--- src/rtl/id_exe_stage.sv ---
// ID/EXE pipeline register.
// Holds the decoded instruction for one cycle. Detects load-use hazards,
// which stall ID/IF and insert one EXE bubble. Applies the forwarding
// unit's selects to build the EXE operands. A redirect that arrives during
// a global freeze is remembered until the pipeline can move again.
module id_exe_stage #(
  parameter int unsigned XLEN     = 32,
  parameter int unsigned REG_BITS = 5,
  parameter int unsigned FWD_BITS = 2,
  parameter int unsigned CNT_BITS = 16
) (
  input  logic                clk_i,
  input  logic                rst_ni,
  input  logic                id_valid_i,
  input  logic [REG_BITS-1:0] id_rs1_addr_i,
  input  logic [REG_BITS-1:0] id_rs2_addr_i,
  input  logic                id_use_rs1_i,
  input  logic                id_use_rs2_i,
  input  logic [XLEN-1:0]     id_rs1_data_i,
  input  logic [XLEN-1:0]     id_rs2_data_i,
  input  logic [XLEN-1:0]     id_imm_i,
  input  logic [REG_BITS-1:0] id_rd_addr_i,
  input  logic                id_reg_wr_i,
  input  logic                id_mem_rd_i,
  input  logic                stall_ext_i,
  input  logic                flush_i,
  input  logic [FWD_BITS-1:0] forward_rs1_i,
  input  logic [FWD_BITS-1:0] forward_rs2_i,
  input  logic [XLEN-1:0]     mem_fwd_data_i,
  input  logic                wb_reg_wr_i,
  input  logic [REG_BITS-1:0] wb_rd_addr_i,
  input  logic [XLEN-1:0]     wb_rd_data_i,
  output logic                exe_valid_o,
  output logic [REG_BITS-1:0] exe_rs1_addr_o,
  output logic [REG_BITS-1:0] exe_rs2_addr_o,
  output logic [REG_BITS-1:0] exe_rd_addr_o,
  output logic                exe_reg_wr_o,
  output logic                exe_mem_rd_o,
  output logic [XLEN-1:0]     exe_op1_o,
  output logic [XLEN-1:0]     exe_op2_o,
  output logic [XLEN-1:0]     exe_imm_o,
  output logic                id_stall_o,
  output logic [CNT_BITS-1:0] lu_stall_cnt_o
);

  logic            flush_pend;
  logic            flush_eff;
  logic            lu;
  logic            rs1_hit;
  logic            rs2_hit;
  logic [XLEN-1:0] rs1_data_q;
  logic [XLEN-1:0] rs2_data_q;
  logic [XLEN-1:0] rs1_capture;
  logic [XLEN-1:0] rs2_capture;

  // Hazard detection: a load in EXE whose rd (not x0) is read by ID.
  always_comb begin
    rs1_hit    = id_use_rs1_i && (id_rs1_addr_i == exe_rd_addr_o);
    rs2_hit    = id_use_rs2_i && (id_rs2_addr_i == exe_rd_addr_o);
    lu         = exe_valid_o && exe_mem_rd_o && (exe_rd_addr_o != '0) &&
                 id_valid_i && (rs1_hit || rs2_hit);
    flush_eff  = flush_i || flush_pend;
    id_stall_o = lu && !stall_ext_i && !flush_eff;
  end

  // WB bypass: a register written this cycle is read from the write port.
  always_comb begin
    rs1_capture = id_rs1_data_i;
    rs2_capture = id_rs2_data_i;
    if (wb_reg_wr_i && (wb_rd_addr_i != '0) && (wb_rd_addr_i == id_rs1_addr_i))
      rs1_capture = wb_rd_data_i;
    if (wb_reg_wr_i && (wb_rd_addr_i != '0) && (wb_rd_addr_i == id_rs2_addr_i))
      rs2_capture = wb_rd_data_i;
  end

  // Control registers: freeze holds, flush or load-use bubbles, else load ID.
  always_ff @(posedge clk_i) begin
    if (!rst_ni) begin
      exe_valid_o    <= 1'b0;
      exe_rs1_addr_o <= '0;
      exe_rs2_addr_o <= '0;
      exe_rd_addr_o  <= '0;
      exe_reg_wr_o   <= 1'b0;
      exe_mem_rd_o   <= 1'b0;
    end else if (stall_ext_i) begin
      exe_valid_o    <= exe_valid_o;
    end else if (flush_eff || lu) begin
      exe_valid_o    <= 1'b0;
      exe_rs1_addr_o <= '0;
      exe_rs2_addr_o <= '0;
      exe_rd_addr_o  <= '0;
      exe_reg_wr_o   <= 1'b0;
      exe_mem_rd_o   <= 1'b0;
    end else begin
      exe_valid_o    <= id_valid_i;
      exe_rs1_addr_o <= id_rs1_addr_i;
      exe_rs2_addr_o <= id_rs2_addr_i;
      exe_rd_addr_o  <= id_rd_addr_i;
      exe_reg_wr_o   <= id_reg_wr_i;
      exe_mem_rd_o   <= id_mem_rd_i;
    end
  end

  // Data registers: contents of a bubble are don't-care, so capture whenever not frozen.
  always_ff @(posedge clk_i) begin
    if (!rst_ni) begin
      rs1_data_q <= '0;
      rs2_data_q <= '0;
      exe_imm_o  <= '0;
    end else if (!stall_ext_i) begin
      rs1_data_q <= rs1_capture;
      rs2_data_q <= rs2_capture;
      exe_imm_o  <= id_imm_i;
    end
  end

  // Remember a redirect seen during a freeze until the first free edge.
  always_ff @(posedge clk_i) begin
    if (!rst_ni)
      flush_pend <= 1'b0;
    else if (stall_ext_i)
      flush_pend <= flush_pend || flush_i;
    else
      flush_pend <= 1'b0;
  end

  // Count load-use stall cycles, saturating at all-ones.
  always_ff @(posedge clk_i) begin
    if (!rst_ni)
      lu_stall_cnt_o <= '0;
    else if (id_stall_o && (lu_stall_cnt_o != '1))
      lu_stall_cnt_o <= lu_stall_cnt_o + 1'b1;
  end

  // Operand mux: 1 = MEM result, 2 = WB result, 0/3 = registered data.
  always_comb begin
    case (forward_rs1_i)
      FWD_BITS'(1): exe_op1_o = mem_fwd_data_i;
      FWD_BITS'(2): exe_op1_o = wb_rd_data_i;
      default:      exe_op1_o = rs1_data_q;
    endcase
    case (forward_rs2_i)
      FWD_BITS'(1): exe_op2_o = mem_fwd_data_i;
      FWD_BITS'(2): exe_op2_o = wb_rd_data_i;
      default:      exe_op2_o = rs2_data_q;
    endcase
  end

endmodule

--- config.mk ---
export PLATFORM = sky130hd
export DESIGN_NAME = id_exe_stage
export DESIGN_NICKNAME = d
export VERILOG_FILES = /design/src/rtl/id_exe_stage.sv
export SDC_FILE = /design/constraint.sdc
export NUM_CORES = 1
export LEC_CHECK = 0
export BUFFER_PORTS_ARGS = -buffer_cell sky130_fd_sc_hd__buf_2
export CAP_MARGIN = 10
export CELL_PAD_IN_SITES_DETAIL_PLACEMENT = 0
export CELL_PAD_IN_SITES_GLOBAL_PLACEMENT = 2
export CORE_ASPECT_RATIO = 0.6
export CORE_MARGIN = 2
export CORE_UTILIZATION = 27
export DETAILED_ROUTE_END_ITERATION = 10
export PLACE_DENSITY_LB_ADDON = 0.1
export SETUP_SLACK_MARGIN = 0.3
export SYNTH_ARGS = -nofsm -noshare
export SYNTH_HDL_FRONTEND = slang
export SYNTH_SLANG_ARGS = --single-unit
--- constraint.sdc ---
create_clock -name clk_i -period 5.7 [get_ports clk_i]
set_input_delay 1.71 -clock clk_i [delete_from_list [all_inputs] [get_ports clk_i]]
set_output_delay 1.71 -clock clk_i [all_outputs]
set_load 0.05 [all_outputs]
# ---- Yosys cells after proc, flatten, opt, wreduce, memory -nomap -nowiden
# Index checks and enable logic that the tools add are counted.
dict set report word_totals {
  ff_bits 131
  inputBits 194
  out_inout_bits 131
  word_cells 51
}
dict set report op_classes {
  add_sub_neg 1
  eq_ne 9
  mux 10
  n_reduce_logical 20
}
# op count
set ops {}
lappend ops {{32-bit case mux with 2 select lines} 2}
lappend ops {{32-bit 2-to-1 mux} 2}
lappend ops {{5-bit equality test} 4}
lappend ops {{16-bit by 1-bit adder with 16-bit output, second input constant} 1}
lappend ops {{16-bit != test, second input constant} 1}
lappend ops {{5-bit 2-to-1 mux} 3}
lappend ops {{1-bit logical AND} 12}
lappend ops {{5-bit nonzero test} 2}
lappend ops {{2-bit by 1-bit equality test with 1-bit output, second input constant} 2}
lappend ops {{2-bit equality test, second input constant} 2}
lappend ops {{1-bit logical OR} 3}
lappend ops {{1-bit 2-to-1 mux} 3}
lappend ops {{1-bit logical NOT} 2}
lappend ops {{2-bit AND reduction} 1}

# ---- Depth between registers and ports, before layout
# Gate-level depths: netlist of run 1.
dict set report logic_depth {
  ltp_word 7
  ltp_mapped 8
}

# ---- Worst setup path before layout of run 1
# Ideal clock, no wire load.
dict set report synth_path {
  kind {input port to output port}
  startpoint {input port forward_rs1_i[0]}
  endpoint {output port exe_op1_o[12]}
  t_arrival_ps 3478
  required_time_ps 3990
  setup_slack_ps 512
  path_stages 5
  path_buffers 2
  cell_sequence {inv_1 ha_1 clkbuf_1 clkbuf_1 o21ai_0}
}
dict set report synth_via {
  elab_chain_cells 2
  elab_cells_between_ends 3
  classes_between {2 x eq/ne; 1 x mux}
}
# item line
set synth_lines {}
lappend synth_lines {{start, declared} 27} ;# input logic [FWD_BITS-1:0] forward_rs1_i,
lappend synth_lines {{2-bit equality test / 2-bit by 1-bit equality test with 1-bit output (equally long branches)} 137} ;# case (forward_rs1_i)
lappend synth_lines {{32-bit case mux with 2 select lines *} 137}
lappend synth_lines {{end, declared} 39} ;# output logic [XLEN-1:0] exe_op1_o,
# Every way passes the cells marked *; elsewhere a longest branch is shown, timed or not.

# ---- Worst setup path after layout of run 1
dict set report layout_path {
  startpoint {input port forward_rs1_i[0]}
  endpoint {output port exe_op1_o[28]}
}
# The elaborated chain is that of the path after synthesis.

==> results of run 1 <==
==> power groups by stage <==
stage / combinational [uW] / clock, uW / sequential [uW]
global route: 701 / 1300 / 999
detailed placement: 655 / 0 / 1010
CTS: 657 / 1250 / 993
finish: 653 / 1220 / 993
floorplan: 366 / 0 / 1070
global placement: 658 / 0 / 1010
==> logic make-up after synthesis <==
group                    after synthesis  synth area share [%]
multiplexers                          98                 14.60
XOR/XNOR                              23                 2.999
AO/OA/AOI/OAI                        299                 26.52
adder cells (fa/ha/maj)                5                0.9313
AND/OR/NAND/NOR                      166                 11.32
buffers and inverters                 75                 4.582
flip-flops                           131                 39.04
==> sequential cells by signal, indices dropped and copies added (netlist names) <==
name            flops
exe_rd_addr_o       5
exe_mem_rd_o        1
lu_stall_cnt_o     16
exe_reg_wr_o        1
exe_rs1_addr_o      5
flush_pend          1
rs1_data_q         32
exe_imm_o          32
exe_rs2_addr_o      5
exe_valid_o         1
rs2_data_q         32
==> stage by stage <==
step / hold slack, ns / setup slack [ns]
2_1_floorplan: 0.4286 / 0.5121
3_3_place_gp: 0.4401 / 0.6740
3_5_place_dp: 0.4466 / 0.6908
4_1_cts: 0.4581 / 0.6873
5_1_grt: 0.4935 / 0.6262
6_report: 0.4539 / 0.6627
==> routing by layer <==
layer / up-vias / global-route usage, % / share of wire, %
li1: 3518 / - / -
met1: 3222 / 27.78 / 49
met2: 291 / 29.02 / 42
met3: 27 / 6.858 / 8.4
met4: 4 / 5.382 / 1.3
met5: - / 0 / 0.11
==> area by class of cell <==
type                    count  area share [%]
flip-flops and latches    131           28.13
clock buffers              24           5.060
diodes                      8          0.2147
multi-input cells         591           40.87
well taps                 322           4.322
repair buffers            341           19.17
clock inverters             8           1.866
inverters                   9          0.3758
==> worst max path at each step <==
stage / cells past startpoint / start / slack, ns / to
global placement: 7 / forward_rs1_i[0] / 0.67 / exe_op1_o[28]
finish: 7 / forward_rs1_i[0] / 0.66 / exe_op1_o[28]
detailed placement: 7 / forward_rs1_i[0] / 0.69 / exe_op1_o[28]
CTS: 7 / forward_rs1_i[0] / 0.69 / exe_op1_o[28]
floorplan: 5 / forward_rs1_i[0] / 0.51 / exe_op1_o[12]
global route: 7 / forward_rs2_i[0] / 0.63 / exe_op2_o[26]
==> layout by cell type (no fill, tap or decap), types with 2 or more instances in the layout <==
master / n
clkinvlp_4: 2
or4_1: 5
buf_4: 14
nor3_1: 3
xnor2_1: 16
nand2b_1: 4
a21oi_1: 70
clkbuf_8: 2
ha_1: 3
nand2_1: 77
bufinv_16: 5
o311ai_1: 2
nor2_1: 39
ha_2: 2
nand3_1: 15
inv_1: 7
nor4_1: 4
a22o_1: 18
nand4_1: 5
or3_1: 5
clkbuf_1: 5
dfxtp_1: 131
buf_12: 3
and3_1: 2
and4_1: 3
mux2i_1: 98
xor2_1: 7
a22oi_1: 64
nor4_4: 2
buf_2: 324
o21ai_0: 136
clkbuf_16: 17
diode_2: 8
==> PnR_summary.wiki, run 1 <==
{| class="wikitable"
! Metric !! Value
|-
| Result of the run || finished, final reports clean
|-
| Horizontal extent of the die || 207.6 um
|-
| Most used flip-flop cell after synthesis || dfxtp_1
|-
| Worst VDD drop || 0.2032 mV
|-
| Setup TNS || 0 ns
|-
| Slowest stage cell on the critical path || ha_2
|-
| Post-DP Area || 8657 um2
|-
| Hold Crit Depth || 1
|-
| Final net count || 1290
|-
| Clock tree root buffer cell || clkbuf_16
|-
| IO Port Bufs || approximately 320
|-
| Final period utilization || 88.37%
|-
| Final number of setup-violating endpoints || 0
|-
| Static Leakage || roughly 0.004 uW
|-
| Number of global-route vias before repair || 6907
|-
| Starting density of the core || between 20 and 30%
|-
| Row cnt || 44
|-
| Most used standard cell by instance count after synthesis || o21ai_0
|-
| Via count normalized by instance count || between 4 and 5
|-
| Global-route usage over all layers || roughly a fifth
|-
| Maximum net fanout on the critical path || 17
|-
| Peak per-stage delay on the critical path || 0.49 ns
|-
| Total vias in the final route || slightly above 7000
|-
| Final number of hold-violating endpoints || 0
|-
| Share of synthesized registers carrying an async set or reset || 0%
|-
| Achievable frequency || approximately 200 MHz
|-
| Relative slew margins || 48.85%
|-
| Count of warnings emitted by yosys || 0
|-
| CP top delay family || buffers and inverters
|-
| R2r setup slk || 3.33 ns
|-
| Post-synthesis net count || 996
|-
| Worst-path clk slew || 0.06 ns
|-
| Areal power density over the cells || 307.5 nW/um2
|-
| Maximum clock path buffer count || 2
|-
| Total congestion overflow after global routing || 0
|-
| Number of flip-flops and latches in the synthesized netlist || 131
|-
| Syn avg cell area || ~8.4 um2
|-
| Area of the multi-input gates || 3810 um2
|-
| Wire length of the first global-routing pass || 40.60 mm
|-
| CTS tree || done
|-
| Post-Layout Inst Area || 9323 um2
|-
| I/O pin count || 325
|-
| DIE HEIGHT || 126.2 um
|-
| Residual DRC || 0
|-
| Top cells by area, synth || dfxtp_1 (39%), mux2i_1 (15%), o21ai_0 (10%)
|-
| CP Data Required Time || about 4.0 ns
|-
| CTS sink count || 131
|-
| Area used by sequential logic in the layout || roughly 2600 um2
|-
| Worst slew pin tran || 0.7672 ns
|-
| Net switching power || 910.3 uW
|-
| Combinational power share || around 23%
|-
| Routability Congestion || 0.7958
|-
| Total wire length after detailed routing || 26.39 mm
|-
| Cell Area, Synth || 6718 um2
|-
| Total instance count after detailed placement || 1394
|-
| Post-Synthesis Cells || 797
|-
| Clock buffers created by TritonCTS || 17
|-
| Maximum level of the CTS H-tree || 4
|-
| Largest net degree at the start of global routing || 75
|-
| Detailed Place HPWL || 18.49 mm
|-
| Fraction of final layout cells with drive strength greater than 1 || about a third
|-
| Die footprint || 26200 um2
|-
| First-pass DRT Iterations || 6
|-
| Switching part of the total || 31.75%
|-
| Sequential element share of the synthesized area || 39.04%
|-
| Critical hold path startpoint || flush_pend
|-
| Sequential Power Share || 34.6%
|-
| Power share of the clock group || 42.6%
|-
| Number of antenna violations at the first check in global routing || 8
|-
| Cts repair resizes || 0
|-
| Number of filler instances in the final layout || 2592
|-
| Largest area contributor in the synthesized netlist || dfxtp_1
|-
| Number of cell instances on the worst register-to-register path || 5
|-
| Endpoint type of the worst setup path || output port
|-
| Number of hold-repair buffers added at the cts stage || 0
|-
| Setup Buffers After CTS || 0
|-
| Area share of the leading cell type in the synthesized netlist || 39.04%
|-
| Setup repair after global routing missed its margin || false
|-
| Worst Clk Skew || between 0.003 and 0.004 ns
|-
| Arrival time at the worst endpoint || approximately 3.3 ns
|-
| Number of standard cells in the layout, taps in and fillers out || 1434
|-
| Core outline area || 24330 um2
|-
| Power consumption || 2867 uW
|-
| Number of enable-type register cells in the synthesized netlist || 0
|-
| R2R Path Start || exe_rd_addr_o[0]
|-
| Critical path launch point type || input port
|-
| Post-DR wirelength/cell || 18.41 um
|-
| Classification of the worst-slack hold path || reg -> reg
|-
| CP bufs+invs || 4
|-
| Crit path cell chain || buf_2 > inv_1 > ha_2 > buf_12 > a22oi_1 > o21ai_0 > buf_2
|-
| DR iter-0 viols || 386
|-
| Destination of the worst register-to-register timing path || exe_rs2_addr_o[0]
|-
| Max Transition Viols Final || 0
|-
| Total internal power || slightly below 2000 uW
|-
| Type of the worst setup path || in -> out
|-
| Endpoint of the worst hold-timing path || flush_pend
|-
| Remaining number of nets flagged by the antenna check after routing || 0
|-
| Library cell appearing most often on the critical path || buf_2
|-
| Max-cap violations || 0
|-
| Count of distinct cell types in the synthesized netlist || 39
|-
| Final cell utilization of the core || 38.31%
|-
| Min Clock Period, post-route || 5.037 ns
|-
| Area Growth Syn to Fin || 38.78%
|-
| Clock insertion delay at the later pin of the skew report || 0.43 ns
|-
| Commonest cells post-synth || o21ai_0 (136), dfxtp_1 (131), mux2i_1 (98)
|}
No activity file was read; power rests on OpenSTA's default activity.
==> inputs of run 2 (changes only) <==
- CORE_UTILIZATION: 27 -> 25
- clock period: 5.7 -> 5.4 ns (I/O delays scaled with it)
==> run 2 against run 1 <==
Against the previous run:
- clock skew is 0.0035 ns higher
- non-clock buffer count up 2
- die area is 7.8% higher
- critical endpoint is now exe_op1_o[27]
- hold slack about the same
- largest cell class unchanged
- via count rose by 1.1%
- highest routed layer unchanged
- clock power increased by 3%
- global-route usage down 0.80 points
- final area is 0.68% higher
==> PnR_summary.wiki, run 2 (synthesis gave the netlist of run 1 again) <==
{| class="wikitable"
! Metric !! Value
|-
| Result of the run || finished, final reports clean (unchanged)
|-
| Row cnt || 46 (was 44)
|-
| Final net count || 1292 (was 1290)
|-
| Maximum net fanout on the critical path || 19 (was 17)
|-
| Worst VDD drop || 0.1571 mV (was 0.2032 mV)
|-
| Clock buffers created by TritonCTS || 17 (unchanged)
|-
| CP Data Required Time || 3.78 ns (was 3.99 ns)
|-
| Horizontal extent of the die || 215.6 um (was 207.6 um)
|-
| R2R Path Start || lu_stall_cnt_o[0] (was exe_rd_addr_o[0])
|-
| Startpoint of the worst setup timing path || forward_rs1_i[0] (unchanged)
|-
| Final number of hold-violating endpoints || 0 (unchanged)
|-
| Clock insertion delay at the later pin of the skew report || 0.43 ns (about the same)
|-
| DR iter-0 viols || 360 (was 386)
|-
| Type of the worst setup path || in -> out (unchanged)
|-
| Endpoint type of the worst setup path || output port (unchanged)
|-
| Setup repair after global routing missed its margin || false (unchanged)
|-
| Min Clock Period, post-route || between 4 and 5 ns
|-
| Critical hold path startpoint || flush_pend (unchanged)
|-
| DIE HEIGHT || 131.0 um (was 126.2 um)
|-
| CTS sink count || 131 (unchanged)
|-
| Hold Crit Depth || 1 (unchanged)
|-
| Number of filler instances in the final layout || 2844 (was 2592)
|-
| I/O pin count || 325 (unchanged)
|-
| Classification of the worst-slack hold path || reg -> reg (unchanged)
|-
| Max Transition Viols Final || 0 (unchanged)
|-
| Final number of setup-violating endpoints || 0 (unchanged)
|-
| Arrival time at the worst endpoint || 3.16 ns (was 3.33 ns)
|-
| Endpoint of the worst hold-timing path || flush_pend (unchanged)
|-
| IO Port Bufs || 324 (unchanged)
|-
| Maximum clock path buffer count || 2 (unchanged)
|-
| Clock tree root buffer cell || clkbuf_16 (unchanged)
|-
| Fraction of final layout cells with drive strength greater than 1 || 34.45% (was 34.15%)
|-
| Setup TNS || 0 ns (unchanged)
|-
| Residual DRC || 0 (unchanged)
|-
| Top library cells by usage in the layout, fill and taps aside || buf_2 (323), o21ai_0 (136), dfxtp_1 (131), mux2i_1 (98), nand2_1 (77) (was buf_2 (324), o21ai_0 (136), dfxtp_1 (131), mux2i_1 (98), nand2_1 (77))
|-
| Largest net degree at the start of global routing || 72 (was 75)
|-
| Total congestion overflow after global routing || 0 (unchanged)
|-
| Post-DR wirelength/cell || 18.73 um (was 18.41 um)
|-
| Destination of the worst register-to-register timing path || lu_stall_cnt_o[8] (was exe_rs2_addr_o[0])
|-
| First-pass DRT Iterations || 5 (was 6)
|-
| Number of global-route vias before repair || 6730 (was 6907)
|-
| Number of antenna violations at the first check in global routing || 8 (unchanged)
|-
| Final cell utilization of the core || 35.53% (was 38.31%)
|-
| R2r setup slk || 3.02 ns (was 3.33 ns)
|-
| Areal power density over the cells || 319.4 nW/um2 (was 307.5 nW/um2)
|-
| Maximum level of the CTS H-tree || 4 (unchanged)
|-
| Core outline area || 26420 um2 (was 24330 um2)
|-
| Routability Congestion || 0.7672 (was 0.7958)
|-
| Static Leakage || 0.004061 uW (was 0.004047 uW)
|-
| Detailed Place HPWL || 19.61 mm (was 18.49 mm)
|-
| Total wire length after detailed routing || 27.55 mm (was 26.39 mm)
|-
| Worst slew pin tran || 0.7499 ns (was 0.7672 ns)
|-
| Wire length of the first global-routing pass || 40.79 mm (was 40.60 mm)
|-
| Number of cell instances on the worst register-to-register path || 7 (was 5)
|-
| Starting density of the core || 25.43% (was 27.61%)
|-
| Relative slew margins || 50.01% (was 48.85%)
|-
| Setup Buffers After CTS || 0 (unchanged)
|-
| Area Growth Syn to Fin || 39.73% (was 38.78%)
|-
| Largest registers || exe_imm_o (32), rs1_data_q (32), rs2_data_q (32) (unchanged)
|-
| Achievable frequency || about 210 MHz
|-
| Remaining number of nets flagged by the antenna check after routing || 0 (unchanged)
|-
| Cts repair resizes || 0 (unchanged)
|-
| Worst Clk Skew || 0.007194 ns (was 0.003704 ns)
|-
| Die footprint || 28240 um2 (was 26200 um2)
|-
| Via count normalized by instance count || 4.854 (was 4.925)
|-
| Final period utilization || 88.55%
|-
| Most frequent standard cell in the layout excluding fill and tap cells || buf_2 (unchanged)
|-
| CTS tree || done (unchanged)
|-
| Global-route usage over all layers || 19.10% (was 19.90%)
|-
| Worst-path clk slew || 0.06 ns (about the same)
|-
| Total vias in the final route || 7140 (was 7062)
|-
| Critical path launch point type || input port (unchanged)
|-
| Max-cap violations || 0 (unchanged)
|-
| Number of hold-repair buffers added at the cts stage || 0 (unchanged)
|}
## run 2: cell count changes in the layout (fill, tap and decap cells not counted), moves of 2 or more
cell | previous run | this run
inv_6 | 0 | 2
clkbuf_1 | 5 | 3
diode_2 | 8 | 5
buf_12 | 3 | 5
clkinv_4 | 1 | 3
## run 2: worst max-delay path by stage
stage / depth (start not counted) / endpoint / slack, ns
floorplan: 5 / exe_op1_o[12] / 0.39
global placement: 7 / exe_op1_o[27] / 0.61
detailed placement: 7 / exe_op1_o[27] / 0.61
CTS: 7 / exe_op1_o[27] / 0.59
global route: 7 / exe_op1_o[27] / 0.50
finish: 7 / exe_op1_o[27] / 0.62
## run 2: critical path, cell delays in order
cell and delay, ns:
buf_2 0.11, inv_1 0.05, ha_2 0.57, buf_4 0.25, a22oi_1 0.08, o21ai_0 0.19
buf_2 0.30
## run 2: area by class of cell
cell class              count  area (um2)  share of cell area (%)
flip-flops and latches    131        2623                   27.94
diodes                      5       12.51                  0.1333
clock inverters            11       176.4                   1.879
clock buffers              21       450.4                   4.799
well taps                 360       450.4                   4.799
multi-input cells         591        3810                   40.59
inverters                   9       35.03                  0.3732
repair buffers            343        1829                   19.49
## run 2: through the flow
stage                     cells  total power, uW  setup WS, ns  cell area [um2]  hold WS [ns]
after global routing       1467             3132        0.5005             9376        0.4762
after CTS                  1466             3042        0.5910             9374        0.4569
after floorplan             797             1516        0.3921             6718        0.4286
after detailed placement   1434             1766        0.6132             8747        0.4436
final                      1471             2998        0.6185             9387        0.4540
after global placement     1434             1771        0.6135             8747        0.4365
## run 2: per-layer routing
metal / routed length (um) / GRT usage (%) / vias up
met5: 38 / 0 / -
met3: 1899 / 6.134 / 26
met4: 350 / 5.761 / 6
met2: 11830 / 28.67 / 215
met1: 13430 / 26.11 / 3369
li1: - / - / 3524
## run 2: power breakdown
part	leakage (uW)	switching, uW	internal, uW
logic	0.00268	491	202
registers	0.00108	26.8	1020
clock network	0.000302	468	789
